$ cat config.mk
export PLATFORM = sky130hd
export DESIGN_NAME = cmp_pipe_flat
export DESIGN_NICKNAME = d
export VERILOG_FILES = /design/src/rtl/cmp_pipe_if.sv /design/src/rtl/cmp_pipe.sv /design/src/flat_wrapper.sv
export SDC_FILE = /design/constraint.sdc
export NUM_CORES = 1
export LEC_CHECK = 0
export CAP_MARGIN = 20
export CORE_MARGIN = 10
export CORE_UTILIZATION = 45
export DETAILED_ROUTE_END_ITERATION = 8
export GPL_TIMING_DRIVEN = 0
export HOLD_SLACK_MARGIN = 0.1
export PLACE_DENSITY = 0.81
export SLEW_MARGIN = 20
export SYNTH_ARGS = -nofsm -noshare
export SYNTH_HDL_FRONTEND = slang
export SYNTH_SLANG_ARGS = --single-unit
export TNS_END_PERCENT = 5
$ cat constraint.sdc
create_clock -name clk -period 4.3 [get_ports clk]
set_input_delay 1.29 -clock clk [delete_from_list [all_inputs] [get_ports clk]]
set_output_delay 1.29 -clock clk [all_outputs]
set_load 0.01 [all_outputs]
$ cat src/rtl/cmp_pipe_if.sv
// Handshake bundle for cmp_pipe: operand pair in, one registered compare result out.
interface cmp_pipe_if #(
    parameter int WIDTH = 4
);
    logic             in_valid;
    logic             in_ready;
    logic [WIDTH-1:0] a;
    logic [WIDTH-1:0] b;
    logic             signed_mode;
    logic             out_valid;
    logic             out_ready;
    logic [7:0]       out;
    logic             gt;
    logic             eq;
    logic             lt;

    modport master (
        output in_valid, a, b, signed_mode, out_ready,
        input  in_ready, out_valid, out, gt, eq, lt
    );

    modport slave (
        input  in_valid, a, b, signed_mode, out_ready,
        output in_ready, out_valid, out, gt, eq, lt
    );
endinterface

$ cat src/rtl/cmp_pipe.sv
// Single-stage signed/unsigned comparator with a one-entry output register
// and running min/max/equality statistics over accepted pairs.
module cmp_pipe #(
    parameter int WIDTH = 4,
    parameter int CNT_W = 8
) (
    input  logic             clk,
    input  logic             rst_n,
    cmp_pipe_if.slave        bus,
    input  logic             clear,
    output logic [WIDTH-1:0] run_max,
    output logic [WIDTH-1:0] run_min,
    output logic [CNT_W-1:0] eq_cnt
);
    typedef enum logic {EMPTY, FULL} state_t;

    state_t           state;
    state_t           state_next;
    logic             accept;
    logic             a_gt_b;
    logic             a_eq_b;
    logic [WIDTH-1:0] max_ab;
    logic [WIDTH-1:0] min_ab;
    logic [WIDTH-1:0] new_max;
    logic [WIDTH-1:0] new_min;
    logic             seen;

    // Sign-extend by one bit so one signed compare serves both modes.
    function automatic logic greater(input logic [WIDTH-1:0] x,
                                     input logic [WIDTH-1:0] y,
                                     input logic             sm);
        logic signed [WIDTH:0] xe;
        logic signed [WIDTH:0] ye;
        xe = {sm & x[WIDTH-1], x};
        ye = {sm & y[WIDTH-1], y};
        return xe > ye;
    endfunction

    assign bus.out_valid = (state == FULL);
    assign bus.in_ready  = (state == EMPTY || bus.out_ready) && rst_n;
    assign accept        = bus.in_valid && bus.in_ready;

    always_comb begin
        a_gt_b  = greater(bus.a, bus.b, bus.signed_mode);
        a_eq_b  = (bus.a == bus.b);
        max_ab  = a_gt_b ? bus.a : bus.b;
        min_ab  = a_gt_b ? bus.b : bus.a;
        new_max = max_ab;
        new_min = min_ab;
        // A clear on the accepting edge makes this pair the first sample.
        if (seen && !clear) begin
            if (greater(run_max, max_ab, bus.signed_mode)) begin
                new_max = run_max;
            end
            if (greater(min_ab, run_min, bus.signed_mode)) begin
                new_min = run_min;
            end
        end
    end

    always_ff @(posedge clk) begin
        if (!rst_n) begin
            state <= EMPTY;
        end else begin
            state <= state_next;
        end
    end

    always_comb begin
        state_next = state;
        case (state)
            EMPTY: begin
                if (accept) begin
                    state_next = FULL;
                end
            end
            FULL: begin
                if (accept) begin
                    state_next = FULL;
                end else if (bus.out_ready) begin
                    state_next = EMPTY;
                end
            end
            default: state_next = EMPTY;
        endcase
    end

    always_ff @(posedge clk) begin
        if (!rst_n) begin
            bus.out <= 8'h00;
            bus.gt  <= 1'b0;
            bus.eq  <= 1'b0;
            bus.lt  <= 1'b0;
        end else if (accept) begin
            bus.out <= a_gt_b ? 8'h3E : (a_eq_b ? 8'h3D : 8'h3C);
            bus.gt  <= a_gt_b;
            bus.eq  <= a_eq_b;
            bus.lt  <= !a_gt_b && !a_eq_b;
        end
    end

    always_ff @(posedge clk) begin
        if (!rst_n) begin
            run_max <= '0;
            run_min <= '0;
            eq_cnt  <= '0;
            seen    <= 1'b0;
        end else if (accept) begin
            run_max <= new_max;
            run_min <= new_min;
            seen    <= 1'b1;
            if (clear) begin
                eq_cnt <= CNT_W'(a_eq_b);
            end else if (a_eq_b && eq_cnt != '1) begin
                eq_cnt <= eq_cnt + CNT_W'(1);
            end
        end else if (clear) begin
            run_max <= '0;
            run_min <= '0;
            eq_cnt  <= '0;
            seen    <= 1'b0;
        end
    end
endmodule

$ cat src/flat_wrapper.sv
// flat-port wrapper written by rule: the top's interface ports become plain ports
module cmp_pipe_flat 
#(
    parameter int WIDTH = 4,
    parameter int CNT_W = 8
)
  (clk, rst_n, clear, run_max, run_min, eq_cnt, bus_in_valid, bus_a, bus_b, bus_signed_mode, bus_out_ready, bus_in_ready, bus_out_valid, bus_out, bus_gt, bus_eq, bus_lt);
  cmp_pipe_if #(.WIDTH(WIDTH)) bus_i ();
  input  logic clk;
  input  logic rst_n;
  input  logic clear;
  output logic [WIDTH-1:0] run_max;
  output logic [WIDTH-1:0] run_min;
  output logic [CNT_W-1:0] eq_cnt;
  input wire logic [$bits(bus_i.in_valid)-1:0] bus_in_valid;
  input wire logic [$bits(bus_i.a)-1:0] bus_a;
  input wire logic [$bits(bus_i.b)-1:0] bus_b;
  input wire logic [$bits(bus_i.signed_mode)-1:0] bus_signed_mode;
  input wire logic [$bits(bus_i.out_ready)-1:0] bus_out_ready;
  output wire logic [$bits(bus_i.in_ready)-1:0] bus_in_ready;
  output wire logic [$bits(bus_i.out_valid)-1:0] bus_out_valid;
  output wire logic [$bits(bus_i.out)-1:0] bus_out;
  output wire logic [$bits(bus_i.gt)-1:0] bus_gt;
  output wire logic [$bits(bus_i.eq)-1:0] bus_eq;
  output wire logic [$bits(bus_i.lt)-1:0] bus_lt;
  assign bus_i.in_valid = bus_in_valid;
  assign bus_i.a = bus_a;
  assign bus_i.b = bus_b;
  assign bus_i.signed_mode = bus_signed_mode;
  assign bus_i.out_ready = bus_out_ready;
  assign bus_in_ready = bus_i.in_ready;
  assign bus_out_valid = bus_i.out_valid;
  assign bus_out = bus_i.out;
  assign bus_gt = bus_i.gt;
  assign bus_eq = bus_i.eq;
  assign bus_lt = bus_i.lt;
  cmp_pipe #(.WIDTH(WIDTH), .CNT_W(CNT_W)) u_core (.clk(clk), .rst_n(rst_n), .bus(bus_i), .clear(clear), .run_max(run_max), .run_min(run_min), .eq_cnt(eq_cnt));
endmodule
==> impl_results.md, run 1 <==
- Maximum VDD drop: 0.121 mV
- RSZ-0062 raised after global routing: no
- Die extent in y: 84.8 um
- Core area: 4030 um^2
- CP arrival: 4.24 ns
- Die span in x: 84.8 um
- Synth Area in XOR/XNOR: 2.78%
- Relative max-transition margin: 64.1%
- IO Port Bufs: 38
- Total power: 606 uW
- Synth cell types: 53
- Filler-free cell count of the finished design: 326
- I/O pin count: 43
- Largest family of logic cells by synthesized area: simple AND/OR/NAND/NOR gates
- Tightest Pin Transition: 0.525 ns
- Fraction of the mapped netlist area in adder cells: 9.94%
- Syn Inst Count: 232
- Clock slew at reported path FFs: 0.09 ns
- Crit Path Max Fanout: 10
- Synth warn: 0
- Initial antenna violation count: 0
- Multi-input gate area: 1310 um^2
- 1st-iter DRT viols: 121
- Cell Area, Placed: 2330 um^2
- Root Buffer Master: clkbuf_8
- Placed Cells: 321
- FF/Latch Area: 460 um^2
- Number of routed nets with antenna violations: 0
- Latest clock arrival within the worst-skew pair: 0.28 ns
- Global route overflow: 0
- Die area: 7190 um^2
- N_diodes: 0
- Global placement routability congestion: 0.959
- Synth area leader: dfxtp_1
- Compound-cell area share of the yosys netlist: 23.0%
- Power density over the cells: 246 nW/um^2
- Via-per-instance ratio: 5.87
- Minimum clock period: 4.06 ns
- H-Tree Depth: 1
- # rows: 23
- Outcome: complete, no violations
- Synth Flop Type: dfxtp_1
- Reg2Reg Depth: 6
- CTS tree: yes
- Post-Syn Area: 1890 um^2
- Final #Nets: 306
- FF-to-FF setup slack: 2.41 ns
- DRC violations left: 0
- CTS Buf Count: 3
- Startpoint Class: input port
- Hold wc startpoint: u_core.bus.lt
- Initial Util: 46.9%
- Pleak: 0.963 nW
- Period utilization: 94.4%
- Pin count of the biggest net entering global routing: 14
- Final HPWL DP: 3870 um
- GRT Total Usage: 14.2%
- Fin area: 2460 um^2
- Area delta synth->final: 30.4%
- Fin. max-slew vios: 0
- Clk sinks: 23
- DR pass1 iterations: 4
- Multiplexer share of the synthesized area: 0%
- Worst reg2reg startpoint: u_core.run_min[3]
- Longest Clk Path Bufs: 2
- HP Class: reg -> reg
- Worst endpoint required time: 4.48 ns
- Clock skew: 0.00683 ns
- CP Class: in -> reg
- Synth top area cells: dfxtp_1 (24%), ha_1 (9.9%), nand2_1 (5.0%)
- Vias: 1,912
- Share of layout cells above drive strength 1: 14.5%
- Setup violators final: 0
- F_max: 0.246 GHz
- EDFF count, synth: 0
- Critical Path End Type: flop
- Final hold violation count: 0
- # Max-Cap Violations: 0
- Final WL: 5120 um
- Asr flop ratio synth: 0%
- Critical R2R Capture: u_core.run_min[1]
- First-pass GRT wire length: 8760 um
- Yosys reg bits: 23
- Hold depth: 2
- FILL cells: 386
- Hold EP: u_core.bus.lt
- Post-Synth Simple-Gate Area: 30.0%
- Synthesized area per cell: 8.14 um^2
- Wire per inst: 15.7 um
- Number of global-route vias before repair: 1,794
- Register area share after synthesis: 24.4%
- Share of the synthesized area in the top cell type: 24.4%
## sequential cells by signal, summed over array words and instances (netlist names)
| name | count |
|---|---|
| u_core.eq_cnt | 8 |
| u_core.run_max | 4 |
| u_core.run_min | 4 |
| u_core.bus.out | 3 |
| u_core.bus.eq | 1 |
| u_core.bus.lt | 1 |
| u_core.bus.out_valid | 1 |
| u_core.seen | 1 |
## how the worst max path moves through the flow
stage | startpoint | end
2_1_floorplan | bus_b[3] | u_core.run_min[1]
4_1_cts | bus_b[2] | u_core.run_min[1]
6_report | bus_a[0] | u_core.run_min[1]
3_3_place_gp | bus_b[3] | u_core.run_min[1]
5_1_grt | bus_b[1] | u_core.run_min[1]
3_5_place_dp | bus_b[3] | u_core.run_min[1]
## repair_timing
item | 4_1_cts | 5_1_grt
gates resized for setup | 10 | 10
pin swaps | 2 | 1
setup buffers | 1 | 0
setup endpoints to repair | 8 | 8
cloned | 0 | 0
hold buffers | 0 | 0
## cell families (layout without fill, tap and decap cells)
logic type	after synthesis	count (layout)
other	1	2
DFF	23	23
xor gates and xnor gates	6	6
adders and majority gates	15	15
and+or+nand+nor	97	97
buffers and inverters	35	78
AOI/OAI and AO/OA	55	55
## critical path: stages
cell and delay (ns):
dlygate4sd2_1 0.29, inv_1 0.12, ha_1 0.30, and4_1 0.16
buf_4 0.17, buf_4 0.18, a2111o_1 0.40, nand3_2 0.09
ha_1 0.24, nor2b_1 0.13, o211ai_1 0.18, a21oi_2 0.10
o31a_1 0.34, a22o_1 0.25
## metrics by stage
step	TNS (ns)	util, %	setup slack [ns]	hold slack [ns]
finish	0	61.1	0.242	0.479
CTS	0	60.2	0.00856	0.484
floorplan	0	-	0.396	0.475
detailed placement	-3.11	58.0	-0.464	0.461
global placement	-3.05	58.0	-0.418	0.452
global route	0	61.1	0.0791	0.497
## synthesized netlist by cell type, types with 5 or more instances
master    instances
nand3_1          11
ha_1             15
inv_1            14
and4_1            5
a211oi_1          6
dfxtp_1          23
buf_2             6
buf_4             8
o211ai_1          5
nor2_1           12
nand4_1           9
nor3_1            5
a21oi_1           5
nand2_1          25
## layout by cell type, fill, tap and decap left out, types with 5 or more instances in the layout
cell type / Yosys / layout
nand3_1: 11 / 10
o211ai_1: 5 / 5
clkdlybuf4s50_1: 0 / 30
a211oi_1: 6 / 6
and4_1: 5 / 5
dfxtp_1: 23 / 23
nor2_1: 12 / 12
inv_1: 14 / 12
nand4_1: 9 / 9
nand2_1: 25 / 25
ha_1: 15 / 12
dlymetal6s2s_1: 0 / 5
buf_4: 8 / 10
## area by class of cell
| class | instances | share of cell area, % |
|---|---|---|
| Timing Repair Buffer | 39 | 16.1 |
| Sequential cell | 23 | 18.7 |
| Buffer | 20 | 5.39 |
| Multi-Input combinational cell | 175 | 53.1 |
| Tap cell | 50 | 2.54 |
| Inverter | 15 | 2.29 |
| Clock inverter | 1 | 0.203 |
| Clock buffer | 3 | 1.68 |
## where the power goes
part           switching [mW]  total, mW  internal [mW]
sequential            0.00899      0.233          0.224
combinational           0.118      0.226          0.109
clock                  0.0818      0.147         0.0652
total                   0.208      0.606          0.398
## routing by layer
layer	vias to the layer above	global-route usage, %	share of wire [%]
met2	72	22.3	46
met4	0	3.74	1.7
li1	949	-	-
met1	884	18.5	43
met5	-	0	0
met3	7	4.15	10
Note: power is estimated with default switching activity, not from simulation.
==> inputs of run 2 (changes only) <==
--- a/config.mk
+++ b/config.mk
@@ -10,8 +10,9 @@
 export CORE_UTILIZATION = 45
 export DETAILED_ROUTE_END_ITERATION = 8
 export GPL_TIMING_DRIVEN = 0
-export HOLD_SLACK_MARGIN = 0.1
-export PLACE_DENSITY = 0.81
+export HOLD_SLACK_MARGIN = 0.08
+export MAX_ROUTING_LAYER = met4
+export PLACE_DENSITY = 0.84
 export SLEW_MARGIN = 20
 export SYNTH_ARGS = -nofsm -noshare
 export SYNTH_HDL_FRONTEND = slang
==> constraint.sdc (replaced) <==
create_clock -name clk -period 3.4 [get_ports clk]
set_input_delay 1.02 -clock clk [delete_from_list [all_inputs] [get_ports clk]]
set_output_delay 1.02 -clock clk [all_outputs]
set_load 0.01 [all_outputs]
==> run 2 against run 1 <==
  * The run now ends with setup timing left
  * Flip-flop and latch count stayed put
  * Clock-buffer cell count stayed put
  * Sequential power is 27% higher
  * Utilization is 7.5 points higher
  * Cell count is 7.7% higher
  * Clock power is 24% higher
  * Final area is 12% higher
  * Hold slack worse by 0.019 ns
  * Critical path depth is 1 lower
  * Routed wire length is 17% higher
  * Critical path type unchanged
==> impl_results.md, run 2 (synthesized netlist as in run 1, its figures left out) <==
- Crit path from: bus_a[3]
- Latest clock arrival within the worst-skew pair: 0.27 ns
- Clk sinks: 23
- Crit Path Max Fanout: 7
- CTS Buf Count: 3
- First-pass GRT wire length: 9320 um
- Largest register FFs: 8
- Global placement routability congestion: 0.898
- Setup TNS: -0.184 ns
- RSZ-0062 raised after global routing: yes
- 1st-iter DRT viols: 208
- Share of layout cells above drive strength 1: 29.6%
- Pleak: 1.06 nW
- Global route overflow: 0
- Crit-path slowest cell: a2111o_1
- WHS: 0.460 ns
- HP Class: reg -> reg
- # rows: 23
- Hold wc startpoint: u_core.bus.lt
- Area delta synth->final: 46.5%
- Regs by FF count: u_core.eq_cnt x8, u_core.run_max x4, u_core.run_min x4
- Vias: 2,124
- Maximum VDD drop: 0.203 mV
- Die extent in y: 84.8 um
- Worst endpoint required time: 3.57 ns
- Critical-path cell list: clkbuf_4 > ha_4 > and4_1 > buf_6 > buf_8 > a2111o_1 > nand3_2 > ha_4 > nor2b_4 > o211ai_1 > a21oi_2 > o31a_1 > a22o_1
- CTS tree: yes
- H-Tree Depth: 1
- Relative max-transition margin: 66.9%
- CP most frequent cell: ha_4
- Total power: 843 uW
- Final WL: 6010 um
- DRC violations left: 0
- Tightest Pin Transition: 0.494 ns
- Most frequent cells in the layout: buf_4 (36), clkdlybuf4s50_1 (30), nand2_1 (25), dfxtp_1 (23), nor2_1 (12)
- Root Buffer Master: clkbuf_8
- F_max: 0.289 GHz
- N_diodes: 0
- Startpoint Class: input port
- Clock skew: 0.00188 ns
- IO Port Bufs: 38
- Die area: 7190 um^2
- Cts hold-fix bufs: 0
- Final hold violation count: 0
- Power density over the cells: 305 nW/um^2
- CP Class: in -> reg
- Pre-CTS WS: -0.942 ns
- Number of routed nets with antenna violations: 0
- Largest Register: u_core.eq_cnt
- Via-per-instance ratio: 6.05
- Worst reg2reg startpoint: u_core.eq_cnt[0]
- Core area: 4030 um^2
- Pin count of the biggest net entering global routing: 14
- Final HPWL DP: 4010 um
- Initial Util: 46.9%
- Longest Clk Path Bufs: 2
- Final #Nets: 331
- Finished Core Util: 68.7%
- Setup violators final: 4
- Critical Path Max Stage Delay: 0.39 ns
- Period utilization: 102%
- Clock slew at reported path FFs: 0.09 ns
- Initial antenna violation count: 0
- Wire per inst: 17.1 um
- Outcome: finished, violations left
- CP arrival: 3.63 ns
- Number of global-route vias before repair: 1,953
- Die span in x: 84.8 um
- I/O pin count: 43
- Most common cell after layout, fill and taps aside: buf_4
- Minimum clock period: 3.45 ns
- GRT Total Usage: 15.3%
- Fin. max-slew vios: 0
- Final WS setup: -0.0548 ns
- # Max-Cap Violations: 0
- Critical Path End Type: flop
- Failing checks: setup timing
- DR pass1 iterations: 4
[run 2: layer usage]
metal / routed length [um] / up-vias / track usage [%]
met4: 93 / 0 / 5.24
met1: 2610 / 1031 / 18.9
li1: - / 1002 / -
met5: 0 / - / -
met2: 2910 / 79 / 23.7
met3: 402 / 12 / 3.86
[run 2: what timing repair did]
action / 4_1_cts / 5_1_grt
endpoints found under the setup margin: 9 / 9
buffers inserted: 10 / 16
pin swaps: 8 / 14
resized for setup: 38 / 22
[run 2: worst max-delay path, delay by kind of cell]
family                   cells  cell delay [ns]
AO/OA/AOI/OAI                5             1.30
adder cells (fa/ha/maj)      2             0.47
buffers and inverters        3             0.42
AND/OR/NAND/NOR              3             0.41
[run 2: through the flow]
| stage | area [um^2] | instances |
|---|---|---|
| 3_3_place_gp | 2450 | 321 |
| 2_1_floorplan | 2000 | 233 |
| 6_report | 2770 | 351 |
| 5_1_grt | 2770 | 351 |
| 4_1_cts | 2580 | 335 |
| 3_5_place_dp | 2450 | 321 |
[run 2: path summary, 6_finish.rpt]
path | to | slack, ns | cells past startpoint
max | u_core.run_min[1] | -0.05 | 13
min | u_core.bus.lt | 0.46 | 2
max reg2reg | u_core.eq_cnt[0] | 1.56 | 6
min reg2reg | u_core.bus.lt | 0.46 | 2
[run 2: cell type report]
type                    instances  area (um^2)
clock buffers                   3         41.3
clock inverters                 1         5.00
multi-input cells             175         1430
well taps                      50         62.6
flip-flops and latches         23          460
plain buffers                  20          150
inverters                      15         65.1
repair buffers                 64          553
fillers                       319         1260
[run 2: where the power goes]
group          total, mW  internal, mW  switching [mW]
clock network      0.182        0.0823          0.0997
registers          0.295         0.284          0.0116
logic              0.365         0.184           0.181
total              0.843         0.550           0.293
==> inputs of run 3 (changes only) <==
--- a/config.mk
+++ b/config.mk
@@ -5,11 +5,11 @@
 export SDC_FILE = /design/constraint.sdc
 export NUM_CORES = 1
 export LEC_CHECK = 0
+export ABC_CLOCK_PERIOD_IN_PS = 3400
 export CAP_MARGIN = 20
 export CORE_MARGIN = 10
 export CORE_UTILIZATION = 45
 export DETAILED_ROUTE_END_ITERATION = 8
-export GPL_TIMING_DRIVEN = 0
 export HOLD_SLACK_MARGIN = 0.08
 export MAX_ROUTING_LAYER = met4
 export PLACE_DENSITY = 0.84
==> run 3 against run 2 <==
  * The flow now finishes without violations
  * Total power up 7.0%
  * Flip-flop and latch count did not move
  * Global-route usage increased by 2.6 points
  * Final area increased by 11%
  * Clock skew hardly changed
  * Hold slack gained 0.0073 ns
  * Fmax up 2.8%
==> impl_results.md, run 3 (synthesized netlist as in run 1, its figures left out) <==
- Final WL: 6230 um
- Number of global-route vias before repair: 2,204
- Initial Util: 46.9%
- Via-per-instance ratio: 5.74
- Most common cell after layout, fill and taps aside: buf_4
- Setup violators final: 0
- Critical Path Max Stage Delay: 0.39 ns
- Critical Path End Type: flop
- F_max: 0.297 GHz
- Worst endpoint required time: 3.56 ns
- Power density over the cells: 295 nW/um^2
- Setup TNS: 0 ns
- H-Tree Depth: 1
- Initial antenna violation count: 0
- Number of routed nets with antenna violations: 0
- Period utilization: 98.9%
- 1st-iter DRT viols: 168
- Critical-path cell list: buf_8 > inv_4 > ha_4 > nor2b_4 > o211ai_4 > a2111oi_4 > a211o_1 > ha_4 > a211oi_2 > a21oi_2 > o31a_1 > a22o_1
- CTS tree: yes
- Cts hold-fix bufs: 0
- IO Port Bufs: 40
- Final #Nets: 357
- Vias: 2,163
- Pin count of the biggest net entering global routing: 18
- Largest Register: u_core.eq_cnt
- Fin. max-slew vios: 0
- Minimum clock period: 3.36 ns
- Cell Area, Placed: 2760 um^2
- HP Class: reg -> reg
- Clk sinks: 23
- Hold wc startpoint: u_core.bus.lt
- Longest Clk Path Bufs: 2
- Core area: 4030 um^2
- I/O pin count: 43
- Outcome: complete, no violations
- FF-to-FF setup slack: 1.59 ns
- Clock slew at reported path FFs: 0.08 ns
- # Max-Cap Violations: 0
- Crit-path slowest cell: o211ai_4
- Fin area: 3060 um^2
- Final hold violation count: 0
- Global placement routability congestion: 0.863
- Regs by FF count: u_core.eq_cnt x8, u_core.run_max x4, u_core.run_min x4
- Largest register FFs: 8
- CP Class: in -> reg
- Area delta synth->final: 62.0%
- Root Buffer Master: clkbuf_8
- Worst reg2reg startpoint: u_core.run_min[1]
- DRC violations left: 0
- First-pass GRT wire length: 10,700 um
- Global route overflow: 0
- CP most frequent cell: ha_4
- Crit path from: bus_b[1]
- Maximum VDD drop: 0.178 mV
- Die extent in y: 84.8 um
- Final HPWL DP: 4470 um
- Crit Path Max Fanout: 7
- Pleak: 1.21 nW
- Latest clock arrival within the worst-skew pair: 0.26 ns
- WHS: 0.467 ns
- Share of layout cells above drive strength 1: 36.7%
- Clock skew: 0.00207 ns
- Wire per inst: 16.5 um
- CP arrival: 3.52 ns
- RSZ-0062 raised after global routing: yes
- Die span in x: 84.8 um
- GRT Total Usage: 17.9%
- Die area: 7190 um^2
- N_diodes: 0
- Most frequent cells in the layout: buf_4 (65), clkdlybuf4s50_1 (32), nand2_1 (24), dfxtp_1 (23), nor2_1 (12)
- # rows: 23
- DR pass1 iterations: 4
- CTS Buf Count: 3
- Startpoint Class: input port
## run 3: changes by cell type in the layout (fill, tap and decap cells not counted), sizes merged
cell,delta
buf,+24
clkdlybuf4s50,+2
clkdlybuf4s15,+1
clkinv,-1
## run 3: worst max-delay path: cells and delay by family
family          cells  cell delay [ns]
compound gates      7             1.74
buf+inv             2             0.15
fa+ha+maj           2             0.47
simple gates        1             0.13
## run 3: through the flow
stage                     power (mW)  cells  worst slack (ns)  util, %
final                          0.901    377            0.0386     75.9
after global routing           0.954    377           -0.0704     75.9
after CTS                      0.874    373            0.0235     74.6
after detailed placement       0.657    358            -0.799     68.5
after global placement         0.650    358            -0.707     68.5
after floorplan                0.499    233           0.00620        -
## run 3: final timing paths
check,to,cells past startpoint
hold / removal,u_core.bus.lt,2
hold reg to reg,u_core.bus.lt,2
setup reg to reg,u_core.run_min[0],7
setup / recovery,u_core.run_min[0],12
## run 3: repair_timing
| action | 4_1_cts | 5_1_grt |
|---|---|---|
| endpoints found under the setup margin | 8 | 8 |
| gates cloned | 0 | 0 |
| buffers inserted | 11 | 4 |
| gates resized for setup | 36 | 25 |
| pin swaps | 18 | 23 |
## run 3: per-layer routing
metal / GRT usage, % / up-vias / wire [um] / part of all wire, %
met1: 20.6 / 1030 / 2660 / 43
met4: 5.69 / 0 / 61 / 0.98
li1: - / 1054 / - / -
met2: 29.0 / 72 / 3100 / 50
met5: - / - / 0 / 0
met3: 5.41 / 7 / 401 / 6.4
## run 3: area by class of cell
type,instances,area (um^2)
Timing Repair Buffer,110,958
Tap cell,50,62.6
Inverter,15,62.6
Multi-Input combinational cell,175,1470
Sequential cell,23,460
Fill cell,271,971
Clock buffer,4,45.0
## run 3: where the power goes
| group | switching, mW | internal [mW] | total [mW] |
|---|---|---|---|
| Combinational | 0.198 | 0.239 | 0.437 |
| Sequential | 0.0119 | 0.284 | 0.295 |
| Clock | 0.0857 | 0.0837 | 0.169 |
